File: config.mk
export PLATFORM = sky130hd
export DESIGN_NAME = ro_cache_flush_ctrl
export DESIGN_NICKNAME = d
export VERILOG_FILES = /design/src/rtl/mempool_pkg.sv /design/src/rtl/ro_cache_flush_ctrl.sv
export SDC_FILE = /design/constraint.sdc
export NUM_CORES = 1
export LEC_CHECK = 0
export ABC_AREA = 1
export CORE_ASPECT_RATIO = 0.5
export CORE_MARGIN = 2
export CORE_UTILIZATION = 50
export DETAILED_ROUTE_END_ITERATION = 7
export PLACE_DENSITY = 0.81
export SLEW_MARGIN = 30
export SYNTH_ARGS = -nofsm -noshare
export SYNTH_HDL_FRONTEND = slang
export SYNTH_SLANG_ARGS = --single-unit
export TNS_END_PERCENT = 1
File: constraint.sdc
create_clock -name clk_i -period 9.8 [get_ports clk_i]
set_input_delay 2.45 -clock clk_i [delete_from_list [all_inputs] [get_ports clk_i]]
set_output_delay 2.45 -clock clk_i [all_outputs]
set_load 0.05 [all_outputs]
File: src/rtl/mempool_pkg.sv
// Shared MemPool types for the read-only cache control path: per-cache control
// bundle, rule count and the flush sequencer state encoding.
package mempool_pkg;

  localparam int unsigned ROCacheNumAddrRules = 2;
  localparam int unsigned ROCacheAddrWidth    = 32;

  typedef struct packed {
    logic                                                enable;
    logic                                                flush_valid;
    logic [ROCacheNumAddrRules-1:0][ROCacheAddrWidth-1:0] start_addr;
    logic [ROCacheNumAddrRules-1:0][ROCacheAddrWidth-1:0] end_addr;
  } ro_cache_ctrl_t;

  typedef enum logic [1:0] {
    ROC_IDLE  = 2'd0,
    ROC_FLUSH = 2'd1,
    ROC_APPLY = 2'd2
  } ro_cache_ctrl_state_e;

endpackage

File: src/rtl/ro_cache_flush_ctrl.sv
// Sequences configuration changes into the read-only caches: disable + flush all
// caches whenever the rules change (or a flush is forced), then apply atomically.
module ro_cache_flush_ctrl
  import mempool_pkg::*;
#(
  parameter int unsigned NumCaches   = 1,
  parameter int unsigned NrAddrRules = ROCacheNumAddrRules,
  parameter int unsigned AddrWidth   = 32
) (
  input  logic                                  clk_i,
  input  logic                                  rst_ni,
  input  logic                                  cfg_valid_i,
  output logic                                  cfg_ready_o,
  input  logic                                  cfg_enable_i,
  input  logic                                  cfg_flush_i,
  input  logic [NrAddrRules-1:0][AddrWidth-1:0] cfg_start_addr_i,
  input  logic [NrAddrRules-1:0][AddrWidth-1:0] cfg_end_addr_i,
  output ro_cache_ctrl_t [NumCaches-1:0]        ro_cache_ctrl_o,
  input  logic [NumCaches-1:0]                  flush_ready_i,
  output logic                                  busy_o,
  output logic                                  done_o,
  output logic [31:0]                           flush_count_o
);

  if (NumCaches == 0) begin : g_bad_num_caches
    $error("ro_cache_flush_ctrl: NumCaches must be at least 1");
  end
  if (NrAddrRules != ROCacheNumAddrRules || AddrWidth != ROCacheAddrWidth) begin : g_bad_rule_shape
    $error("ro_cache_flush_ctrl: rule shape must match ro_cache_ctrl_t");
  end

  ro_cache_ctrl_state_e r_state, w_state_nxt;

  logic                                  r_sh_enable;
  logic [NrAddrRules-1:0][AddrWidth-1:0] r_sh_start;
  logic [NrAddrRules-1:0][AddrWidth-1:0] r_sh_end;

  logic                                  r_enable;
  logic [NumCaches-1:0]                  r_flush_valid;
  logic [NrAddrRules-1:0][AddrWidth-1:0] r_cur_start;
  logic [NrAddrRules-1:0][AddrWidth-1:0] r_cur_end;
  logic                                  r_done;
  logic [31:0]                           r_flush_count;

  logic                                  w_accept;
  logic                                  w_rules_differ;
  logic                                  w_go_flush;
  logic [NumCaches-1:0]                  w_pending_nxt;
  logic                                  w_flush_last;

  assign cfg_ready_o    = (r_state == ROC_IDLE);
  assign busy_o         = (r_state != ROC_IDLE);
  assign w_accept       = cfg_valid_i && cfg_ready_o;
  assign w_rules_differ = (cfg_start_addr_i != r_cur_start) || (cfg_end_addr_i != r_cur_end);
  assign w_go_flush     = w_accept && (cfg_flush_i || w_rules_differ);
  // Acknowledges on bits that are not outstanding fall out of the mask here.
  assign w_pending_nxt  = r_flush_valid & ~flush_ready_i;
  assign w_flush_last   = (r_state == ROC_FLUSH) && (w_pending_nxt == '0);

  always_ff @(posedge clk_i or negedge rst_ni) begin
    if (!rst_ni) begin
      r_state <= ROC_IDLE;
    end else begin
      r_state <= w_state_nxt;
    end
  end

  always_comb begin
    w_state_nxt = r_state;
    case (r_state)
      ROC_IDLE: begin
        if (w_accept) begin
          w_state_nxt = w_go_flush ? ROC_FLUSH : ROC_APPLY;
        end
      end
      ROC_FLUSH: begin
        if (w_flush_last) begin
          w_state_nxt = ROC_APPLY;
        end
      end
      ROC_APPLY: w_state_nxt = ROC_IDLE;
      default:   w_state_nxt = ROC_IDLE;
    endcase
  end

  // Shadow command: only meaningful after an accept, so it needs no reset.
  always_ff @(posedge clk_i) begin
    if (w_accept) begin
      r_sh_enable <= cfg_enable_i;
      r_sh_start  <= cfg_start_addr_i;
      r_sh_end    <= cfg_end_addr_i;
    end
  end

  always_ff @(posedge clk_i or negedge rst_ni) begin
    if (!rst_ni) begin
      r_enable      <= 1'b0;
      r_flush_valid <= '0;
      r_cur_start   <= '0;
      r_cur_end     <= '0;
      r_done        <= 1'b0;
      r_flush_count <= '0;
    end else begin
      r_done <= (r_state == ROC_APPLY);
      if (w_go_flush) begin
        r_flush_valid <= '1;
        r_enable      <= 1'b0;
      end else if (r_state == ROC_FLUSH) begin
        r_flush_valid <= w_pending_nxt;
        if (w_flush_last) begin
          r_flush_count <= r_flush_count + 32'd1;
        end
      end
      if (r_state == ROC_APPLY) begin
        r_enable    <= r_sh_enable;
        r_cur_start <= r_sh_start;
        r_cur_end   <= r_sh_end;
      end
    end
  end

  // One applied-rule register set fans out to every cache, so all switch together.
  always_comb begin
    for (int i = 0; i < NumCaches; i++) begin
      ro_cache_ctrl_o[i].enable      = r_enable;
      ro_cache_ctrl_o[i].flush_valid = r_flush_valid[i];
      ro_cache_ctrl_o[i].start_addr  = r_cur_start;
      ro_cache_ctrl_o[i].end_addr    = r_cur_end;
    end
  end

  assign done_o        = r_done;
  assign flush_count_o = r_flush_count;

endmodule

# Yosys cells after proc, flatten, opt, wreduce, memory -nomap -nowiden
# Cells that the tools add are included.
[classes]
n_addsub = 1
eq_ne = 6
n_mux = 8
bitwise = 4
reduce_logical = 11
[op_table]
columns = ["op", "n"]
rows = [
  ["!= test 64 bit", 2],
  ["adder 32 x 1 -> 32 bit, second input constant", 1],
  ["two-way mux 2 bit", 3],
  ["nonzero test 2 bit", 3],
  ["two-way mux 1 bit", 4],
  ["one-hot mux 2 bit (2 select lines)", 1],
  ["logical AND 1 bit", 3],
  ["inverter 1 bit", 3],
  ["AND reduction 3 bit", 1],
  ["== test 2 x 1 -> 1 bit, second input constant", 1],
  ["== test 2 bit, second input constant", 1],
  ["zero test 2 bit", 1],
  ["logical OR 1 bit", 2],
  ["!= test 2 x 1 -> 1 bit, second input constant", 1],
  ["!= test 2 bit, second input constant", 1],
  ["AND reduction 2 bit", 1],
  ["bitwise AND 1 bit", 1],
]
[totals]
regBits = 294
inputBits = 134
word_cells = 44

# Depth between registers and ports, before layout
# Gate-level depths: netlist of run 1.
[depth]
ltp_word = 7
mapped_depth = 14
depth_no_buf = 14

# Least setup slack after synthesis of run 1
# No wires, ideal clock.
[synth_path]
path_type = "input to register"
start = "input cfg_valid_i"
end = "register r_state[1]"
setup_time_ns = 0.131
arrival_time_ns = 8.747
required_ns = 9.669
path_slack_ns = 0.922
path_stages = 5
n_path_buf = 0
path_cell_list = "inv_1 > nor2_1 > nand2_1 > nand2_1 > nand2_1"
[synth_between]
elab_chain_cells = 5
word_cells_on_any_way = 7
[synth_rtl]
columns = ["item", "line", "rtl"]
rows = [
  ["start, declared", "ro_cache_flush_ctrl.sv:12", "input logic cfg_valid_i,"],
  ["logical AND 1 bit *", "ro_cache_flush_ctrl.sv:53", "assign w_accept = cfg_valid_i && cfg_ready_o;"],
  ["named net w_accept", "ro_cache_flush_ctrl.sv:45", "logic w_accept;"],
  ["logical AND 1 bit", "ro_cache_flush_ctrl.sv:55", "assign w_go_flush = w_accept && (cfg_flush_i || w_rules_differ);"],
  ["two-way mux 2 bit", "ro_cache_flush_ctrl.sv:73", "w_state_nxt = w_go_flush ? ROC_FLUSH : ROC_APPLY;"],
  ["two-way mux 2 bit", "ro_cache_flush_ctrl.sv:72", "if (w_accept) begin"],
  ["one-hot mux 2 bit (2 select lines)", "ro_cache_flush_ctrl.sv:70", "case (r_state)"],
  ["end signal, assigned", "ro_cache_flush_ctrl.sv:64", "r_state <= w_state_nxt;"],
  ["end, declared", "ro_cache_flush_ctrl.sv:32", "ro_cache_ctrl_state_e r_state, w_state_nxt;"],
]
# The timed path passes the listed nets; every way through them passes the cells marked *. The select of a mux whose other input is x is not followed.
# A chain may end at the register's enable or synchronous reset.

# Final worst setup path of run 1
[layout_path]
start = "register r_state[0]"
end = "output cfg_ready_o"
[layout_between]
elab_chain_cells = 1
[layout_rtl]
columns = ["item", "line", "rtl"]
rows = [
  ["zero test 2 bit", "ro_cache_flush_ctrl.sv:51", "assign cfg_ready_o = (r_state == ROC_IDLE);"],
  ["end, declared", "ro_cache_flush_ctrl.sv:13", "output logic cfg_ready_o,"],
]
# No other way between the ends.

==> results.toml, run 1 <==
[outcome]
outcome = "complete, no violations"

[cells_and_area]
final_cells = 1960
drive_above_1_share_pct = 4.88
footprint_of_the_flip_flops_and_latches_sq_um = 8000
layout.cell_area.non_filler_sq_um = 16700
filler_cell_count = 1831
finish.utilization_pct = 68.8
multi_input_area_sq_um = 3870
final_nets = 1733
area_growth_syn_to_layout_pct = 33.4

[synth]
synth_area_leaders = "sky130_fd_sc_hd__dfrtp_1 33%, sky130_fd_sc_hd__edfxtp_1 31%, sky130_fd_sc_hd__nand2_1 15%"
synth_compound_gate_area_share_pct = 3.03
netlist_area_sq_um = 12500
fraction_of_synthesized_cell_area_taken_by_the_top_area_cell_type_pct = 32.9
ys_top_cells_by_count = "501 x sky130_fd_sc_hd__nand2_1, 165 x sky130_fd_sc_hd__dfrtp_1, 146 x sky130_fd_sc_hd__inv_1"
synth_top_family_by_area = "simple AND/OR/NAND/NOR gates"
number_of_warning_messages_in_the_yosys_log = 0
yosys.area_share.adder_pct = 0.0997
fraction_of_the_mapped_netlist_area_in_simple_logic_gates_pct = 21.9
yosysSeqAreaShare_pct = 63.8
synthMostInstantiatedCell = "sky130_fd_sc_hd__nand2_1"
muxShareOfSynthArea_pct = 0
ys_dominant_reg_cell = "sky130_fd_sc_hd__dfrtp_1"
netlist_instances = 1299
post_synthesis_xor_xnor_area_fraction_pct = 5.65
synth.lib_cells_used.distinct = 31
ys_async_sr_fraction_pct = 56.1
synth-edff-count = 129
syn_area_per_cell_sq_um = 9.66
seq_cells_post_synth = 294
post_synthesis_net_count = 1434
netlist.top_cell.by_area = "sky130_fd_sc_hd__dfrtp_1"

[place]
finalWeightedCongestion = 0.850
hpwl_after_detailed_placement_mm = 23.2
place_ws_ps = 4930
portBuffers = 298
detailed_place.area_sq_um = 15900
dp.cells = 1906

[setup_path]
critPathKind = "reg2out"
count_of_cell_instances_traversed_by_the_critical_path = 2
path_buf_inv = 1
cpPeakStageDelay_ps = 850
worst_r2r_path_depth = 5
path_max_fanout = 3
cpLargestDelayFamily = "buffers and inverters"
timing.rr.start = "r_state[0]"
cp.required_ps = 7350
critical_path.cell_chain = "nor2_1 > clkdlybuf4s50_1"
r2r_setup_slack_ps = 7160
timing.critical_path.slowest_stage_cell = "sky130_fd_sc_hd__clkdlybuf4s50_1"
rr_endpoint = "r_sh_start[23]"
setup.worst_path.end_class = "primary output"
setup.worst_path.start = "r_state[0]"
start_kind = "flip-flop"
cp.arrival_ps = 2040

[drt]
detail_route.iter0.violations = 657
vias = 9661
per_cell_routed_wire_length_um = 16.8
detail-route-antenna-nets = 0
drt_wl_total_mm = 32.9
detail_route.first_pass.iterations = 5
remaining_drc_errors = 0
detail_route.vias_per_cell = 4.93

[pwr]
power_density_nw_per_um2 = 333
ir_drop_v = 0.000318
p_leak_nw = 7.27
post-layout-total-power_mw = 5.57

[global_route]
grt.overflow.total = 0
grt_first_pass_wirelength_mm = 51.1
largest_net_degree_at_the_start_of_global_routing = 104
grt_antenna_before_repair = 4
gr-usage-all-layers_pct = 24.6
first_global_vias = 9666

[clock_tree]
holdBufCountCts = 0
tritoncts = "yes"
cts_max_level = 1
insertion_delay_ps = 540
post_cts.resized_instances = 0
clk_transition_reported_paths_ps = 70
cts_inserted_buffers = 26
clock_path_buffers = 3
cts_root_buf = "sky130_fd_sc_hd__clkbuf_16"
clock_sinks = 294
post_cts.repair.setup_buffers = 0

[timing]
timing_hold_violations_final = 0
hold-worst-slack_ps = 448
max_clock_freq_ghz = 0.223
grt_setup_unrepaired = "no"
final_setup_tns_ps = 0
min_period_ps = 4490
worst_slew_pin_slew_ps = 887
slew_headroom_pct = 40.9
final-max-slew-violation-count = 0
min_period_over_period_pct = 45.8
final.setup.worst_slack_ps = 5310
finalClockSkew_ps = 13.8
final_setup_fails = 0

[worst_hold_path]
worst_hold_check_path_type = "reg2reg"
holdCritStartpoint = "r_sh_start[34]"
min_path_cells = 2
min_to = "ro_cache_ctrl_o[98]"

[floorplanning]
core_area_sq_um = 24300
floorplan.die_area_sq_um = 26500
num_io_pins = 299
die_w_um = 228
initial_utilization_pct = 51.6
placement_rows = 40
dieHeight_um = 116

[flow_run]
max_cap_violations = 0
[cells in the final DEF (no fill, tap or decap), drive strengths merged]
| cell type | netlist | layout |
|---|---|---|
| xnor2 | 61 | 61 |
| nand2 | 502 | 502 |
| dfrtp | 165 | 165 |
| nand3 | 19 | 19 |
| buf | 7 | 6 |
| xor2 | 20 | 20 |
| diode | 0 | 6 |
| edfxtp | 129 | 129 |
| clkinv | 0 | 11 |
| a21oi | 1 | 1 |
| nor2 | 92 | 92 |
| ha | 1 | 1 |
| nor3 | 10 | 10 |
| or2 | 12 | 12 |
| nand4 | 26 | 26 |
| clkbuf | 26 | 38 |
| clkdlybuf4s50 | 0 | 297 |
| o21ai | 73 | 73 |
| inv | 150 | 150 |
| nor4 | 4 | 4 |
| o22ai | 1 | 1 |
[worst max-delay path by stage]
stage	end	slack (ps)
detailed placement	r_sh_start[16]	4930
global route	cfg_ready_o	5270
global placement	r_sh_start[10]	4680
CTS	cfg_ready_o	5330
finish	cfg_ready_o	5310
floorplan	r_state[1]	920
[state kept, by name (all words and copies together) (netlist names)]
signal           flops
ro_cache_ctrl_o    128
r_sh_end            64
r_sh_start          64
flush_count_o       32
r_state              2
done_o               1
r_enable             1
r_flush_valid        1
r_sh_enable          1
[power by group]
| part | internal (mW) | switching (mW) | total [mW] |
|---|---|---|---|
| logic | 0.801 | 1.77 | 2.57 |
| registers | 1.72 | 0.278 | 2.00 |
| clock network | 0.543 | 0.454 | 0.997 |
[per-layer routing]
metal / part of all wire [%] / global-route usage [%]
met1: 42 / 31.3
met3: 3.9 / 4.04
met2: 50 / 42.5
met4: 4.5 / 11.3
met5: 0 / 0
[logic make-up (layout without fill, tap and decap cells)]
kind of cell | after synthesis | after routing
buf+inv | 183 | 502
xor+xnor | 81 | 81
other cells | 0 | 6
compound gates | 75 | 75
simple gates | 665 | 665
flops | 294 | 294
fa+ha+maj | 1 | 1
[layout make-up]
cell class / count / share of cell area (%)
antenna: 6 / 0.0897
multi-input combinational: 822 / 23.1
sequential: 294 / 47.8
inverter: 150 / 3.36
clock buffer: 37 / 4.56
clock inverter: 11 / 0.359
timing repair buffer: 304 / 18.2
tap: 336 / 2.51
[worst min-delay path, delay by kind of cell (launching register included)]
kind	cells	cell delay, ps
simple gates	2	100
flops	1	320
No activity file was read; power rests on OpenSTA's default activity.
==> run 2: changes to the inputs <==
--- a/config.mk
+++ b/config.mk
@@ -8,9 +8,9 @@
 export ABC_AREA = 1
 export CORE_ASPECT_RATIO = 0.5
 export CORE_MARGIN = 2
-export CORE_UTILIZATION = 50
+export CORE_UTILIZATION = 45
 export DETAILED_ROUTE_END_ITERATION = 7
-export PLACE_DENSITY = 0.81
+export PLACE_DENSITY = 0.77
 export SLEW_MARGIN = 30
 export SYNTH_ARGS = -nofsm -noshare
 export SYNTH_HDL_FRONTEND = slang
==> constraint.sdc (replaced) <==
create_clock -name clk_i -period 3.8 [get_ports clk_i]
set_input_delay 0.95 -clock clk_i [delete_from_list [all_inputs] [get_ports clk_i]]
set_output_delay 0.95 -clock clk_i [all_outputs]
set_load 0.05 [all_outputs]
==> run 2 against run 1 <==
Against the previous run:
- die area increased by 11%
- final area increased by 1.2%
- critical path depth increased by 1
- via count decreased by 3.2%
- first-iteration DRC count decreased by 11%
- largest power group unchanged
==> results.toml, run 2 (synthesis gave the netlist of run 1 again) <==
[outcome]
outcome = "complete, no violations"

[pwr]
power_density_nw_per_um2 = 860
seq_power_share_pct = 35.2
intPower_mw = 8.12
power_switching_mw = 6.45
p_comb_share_pct = 45.9
ir_drop_v = 0.000593
p_leak_nw = 7.35
p_clk_share_pct = 18.9
power.share.switching_pct = 44.3

[cells_and_area]
multi_input_area_sq_um = 3870
final_cells = 2010
filler_cell_count = 2256
footprint_of_the_flip_flops_and_latches_sq_um = 8000
drive_above_1_share_pct = 5.60
area_growth_syn_to_layout_pct = 35.0
most_common_cell_after_layout_fill_and_taps_aside = "sky130_fd_sc_hd__nand2_1"
mostFrequentLayoutCells = "501 x sky130_fd_sc_hd__nand2_1, 297 x sky130_fd_sc_hd__clkdlybuf4s50_1, 165 x sky130_fd_sc_hd__dfrtp_1"
largest_reg_flops = 128
final_nets = 1741

[timing]
final_setup_tns_ps = 0
final-max-slew-violation-count = 0
worst_slew_pin_slew_ps = 795
finalClockSkew_ps = 8.54
min_period_over_period_pct = 78.9
grt_setup_unrepaired = "no"
slew_headroom_pct = 47.0
final_setup_fails = 0
min_period_ps = 3000
timing_hold_violations_final = 0
max_clock_freq_ghz = 0.334

[clock_tree]
post_cts.resized_instances = 0
post_cts.repair.setup_buffers = 0
insertion_delay_ps = 540
clock_sinks = 294
holdBufCountCts = 0
clk_transition_reported_paths_ps = 60
cts_max_level = 1
clock_path_buffers = 3
cts_inserted_buffers = 27
cts_root_buf = "sky130_fd_sc_hd__clkbuf_16"
tritoncts = "yes"

[setup_path]
rr_endpoint = "r_state[0]"
timing.critical_path.slowest_stage_cell = "sky130_fd_sc_hd__clkdlybuf4s50_1"
cp.arrival_ps = 2050
worst_r2r_path_depth = 10
cp.required_ps = 2850
r2r_setup_slack_ps = 1880
critical_path.cell_chain = "nor2_4 > inv_1 > clkdlybuf4s50_1"
cpLargestDelayFamily = "buffers and inverters"
cpPeakStageDelay_ps = 870
critPathKind = "reg2out"
setup.worst_path.start = "r_state[0]"
timing.rr.start = "ro_cache_ctrl_o[4]"
setup.worst_path.end_class = "primary output"
start_kind = "flip-flop"
path_buf_inv = 2
path_max_fanout = 3

[global_route]
grt_first_pass_wirelength_mm = 48.9
largest_net_degree_at_the_start_of_global_routing = 192
grt.overflow.total = 0
gr-usage-all-layers_pct = 21.6
grt_antenna_before_repair = 2
first_global_vias = 8936

[floorplanning]
dieHeight_um = 122
initial_utilization_pct = 45.5
num_io_pins = 299
floorplan.die_area_sq_um = 29300
core_area_sq_um = 27500
placement_rows = 43
die_w_um = 240

[worst_hold_path]
worst_hold_check_path_type = "in2async"

[place]
hpwl_after_detailed_placement_mm = 22.8
portBuffers = 298
finalWeightedCongestion = 0.815
dp.cells = 1959

[drt]
detail_route.vias_per_cell = 4.65
detail-route-antenna-nets = 0
drt_wl_total_mm = 31.9
detail_route.first_pass.iterations = 5
vias = 9348
per_cell_routed_wire_length_um = 15.9
remaining_drc_errors = 0
detail_route.iter0.violations = 585

[flow_run]
max_cap_violations = 0
[run 2: through the flow]
step | total power [mW] | instance area (sq um) | hold WS, ps | worst slack (ps) | util, %
6_report | 14.6 | 16900 | 406 | 802 | 61.5
5_1_grt | 15.3 | 16900 | 456 | 769 | 61.5
4_1_cts | 14.7 | 16900 | 431 | 793 | 61.5
3_5_place_dp | 11.9 | 16100 | 433 | 862 | 58.3
3_3_place_gp | 11.8 | 16100 | 427 | 898 | 58.3
2_1_floorplan | 9.44 | 12600 | 425 | 127 | -
[run 2: power groups by stage]
stage	registers (mW)	logic, mW	clock network (mW)
2_1_floorplan	7.44	2.00	0
3_3_place_gp	5.15	6.65	0
4_1_cts	5.13	6.75	2.82
3_5_place_dp	5.17	6.73	0
5_1_grt	5.26	7.14	2.93
6_report	5.13	6.68	2.75
[run 2: how the worst max path moves through the flow]
| stage | endpoint | cells after the start |
|---|---|---|
| floorplan | r_state[1] | 6 |
| global placement | r_state[0] | 12 |
| detailed placement | r_state[0] | 12 |
| CTS | busy_o | 3 |
| global route | busy_o | 3 |
| finish | busy_o | 3 |
[run 2: area by class of cell]
cell class	count	share of cell area, %
sequential	294	47.2
multi-input combinational	822	22.8
timing repair buffer	311	18.6
clock buffer	35	4.34
inverter	150	3.32
tap	382	2.82
clock inverter	13	0.842
antenna	3	0.0443
[run 2: per-layer routing]
layer	global-route usage, %	wire length (um)
met5	0	0
met4	7.41	1080
met3	3.24	1140
met2	36.7	15800
met1	28.6	13900
==> run 3: changes to the inputs <==
--- a/config.mk
+++ b/config.mk
@@ -8,9 +8,9 @@
 export ABC_AREA = 1
 export CORE_ASPECT_RATIO = 0.5
 export CORE_MARGIN = 2
-export CORE_UTILIZATION = 45
+export CORE_UTILIZATION = 50
 export DETAILED_ROUTE_END_ITERATION = 7
-export PLACE_DENSITY = 0.77
+export PLACE_DENSITY = 0.81
 export SLEW_MARGIN = 30
 export SYNTH_ARGS = -nofsm -noshare
 export SYNTH_HDL_FRONTEND = slang
==> constraint.sdc (replaced) <==
create_clock -name clk_i -period 2.8 [get_ports clk_i]
set_input_delay 0.7 -clock clk_i [delete_from_list [all_inputs] [get_ports clk_i]]
set_output_delay 0.7 -clock clk_i [all_outputs]
set_load 0.05 [all_outputs]
==> run 3 against run 2 <==
Against the previous run:
- sequential share of layout area increased by 0.13 points
- utilization increased by 8.0 points
- flip-flop and latch count unchanged
- largest cell class unchanged
- largest power group unchanged
==> results.toml, run 3 (synthesis gave the netlist of run 1 again) <==
[cells_and_area]
drive_above_1_share_pct = 5.54
filler_cell_count = 1809
final_nets = 1741
mostFrequentLayoutCells = "501 x sky130_fd_sc_hd__nand2_1, 297 x sky130_fd_sc_hd__clkdlybuf4s50_1, 165 x sky130_fd_sc_hd__dfrtp_1"
multi_input_area_sq_um = 3870
area_growth_syn_to_layout_pct = 34.7
footprint_of_the_flip_flops_and_latches_sq_um = 8000
layout.cell_area.non_filler_sq_um = 16900
largest_reg_flops = 128
most_common_cell_after_layout_fill_and_taps_aside = "sky130_fd_sc_hd__nand2_1"

[timing]
hold-worst-slack_ps = 114
final_setup_fails = 0
final_setup_tns_ps = 0
slew_headroom_pct = 42.2
min_period_over_period_pct = 96.6
max_clock_freq_ghz = 0.370
grt_setup_unrepaired = "no"
finalClockSkew_ps = 8.14
min_period_ps = 2700
worst_slew_pin_slew_ps = 868
final-max-slew-violation-count = 0
timing_hold_violations_final = 0

[pwr]
p_leak_nw = 7.35
power_density_nw_per_um2 = 1170
ir_drop_v = 0.000784

[setup_path]
cpPeakStageDelay_ps = 820
path_buf_inv = 2
cp.arrival_ps = 2000
cp.required_ps = 2100
setup.worst_path.end_class = "primary output"
timing.critical_path.slowest_stage_cell = "sky130_fd_sc_hd__clkdlybuf4s50_1"
setup.worst_path.start = "r_state[0]"
path_max_fanout = 3
cpLargestDelayFamily = "buffers and inverters"
timing.rr.start = "ro_cache_ctrl_o[4]"
critPathKind = "reg2out"
critical_path.cell_chain = "nor2_4 > inv_1 > clkdlybuf4s50_1"
start_kind = "flip-flop"

[floorplanning]
die_w_um = 228
num_io_pins = 299
core_area_sq_um = 24300
initial_utilization_pct = 51.6
dieHeight_um = 116
placement_rows = 40
floorplan.die_area_sq_um = 26500

[drt]
per_cell_routed_wire_length_um = 17.2
detail-route-antenna-nets = 0
detail_route.iter0.violations = 750
vias = 9842
drt_wl_total_mm = 33.7
remaining_drc_errors = 0
detail_route.first_pass.iterations = 7
detail_route.vias_per_cell = 5.01

[place]
finalWeightedCongestion = 0.894
hpwl_after_detailed_placement_mm = 23.8
detailed_place.area_sq_um = 16000
portBuffers = 298

[outcome]
outcome = "complete, no violations"

[global_route]
grt_first_pass_wirelength_mm = 53.3
grt_antenna_before_repair = 1
largest_net_degree_at_the_start_of_global_routing = 192
gr-usage-all-layers_pct = 25.7
grt.overflow.total = 0
first_global_vias = 9920

[clock_tree]
clock_path_buffers = 3
clock_sinks = 294
post_cts.repair.setup_buffers = 0
clk_transition_reported_paths_ps = 70
holdBufCountCts = 0
tritoncts = "yes"
post_cts.resized_instances = 0
cts_max_level = 1
cts_inserted_buffers = 26
insertion_delay_ps = 530
cts_root_buf = "sky130_fd_sc_hd__clkbuf_16"

[flow_run]
max_cap_violations = 0

[worst_hold_path]
worst_hold_check_path_type = "in2async"
run 3: changes by cell type in the layout (fill, tap and decap cells not counted), sizes merged:
cell	change
clkinv	-5
bufinv	-3
diode	-1
buf	+1
clkbuf	+8
run 3: final timing paths:
kind                       slack, ps  cells past startpoint              endpoint
setup / recovery                 100                      3                busy_o
hold / removal                   110                      1   ro_cache_ctrl_o[57]
setup reg to reg                 870                     10            r_state[0]
hold reg to reg                  440                      2  ro_cache_ctrl_o[102]
max in group asynchronous       1950                      2    ro_cache_ctrl_o[1]
min in group clk_i               440                      2  ro_cache_ctrl_o[102]
run 3: area by class of cell:
type | instances | area share [%]
clock buffer | 43 | 5.01
timing repair buffer | 312 | 18.7
inverter | 150 | 3.35
multi-input combinational | 822 | 22.9
tap | 336 | 2.49
antenna | 2 | 0.0296
clock inverter | 5 | 0.133
sequential | 294 | 47.4
run 3: power breakdown:
group / leakage (nW) / internal [mW] / switching (mW) / total, mW
clock: 0.432 / 2.06 / 1.57 / 3.63
sequential: 3.23 / 6.00 / 0.992 / 6.99
combinational: 3.69 / 2.90 / 6.28 / 9.18
run 3: metrics by stage:
stage                     setup WS [ps]  utilization (%)  power, mW  cells
after global routing               20.6             69.4       20.8   1962
after detailed placement            129             65.9       16.2   1914
after CTS                          68.5             69.4       19.9   1962
final                              96.5             69.5       19.8   1964
after global placement              147             65.9       16.0   1914
after floorplan                    -873                -       12.8   1299
run 3: routing by layer:
metal / vias to the layer above / track usage, % / part of all wire, %
met1: 4769 / 32.5 / 41
met4: 0 / 11.0 / 4.4
met5: - / 0 / 0
li1: 4689 / - / -
met2: 290 / 44.3 / 49
met3: 94 / 4.65 / 5.1
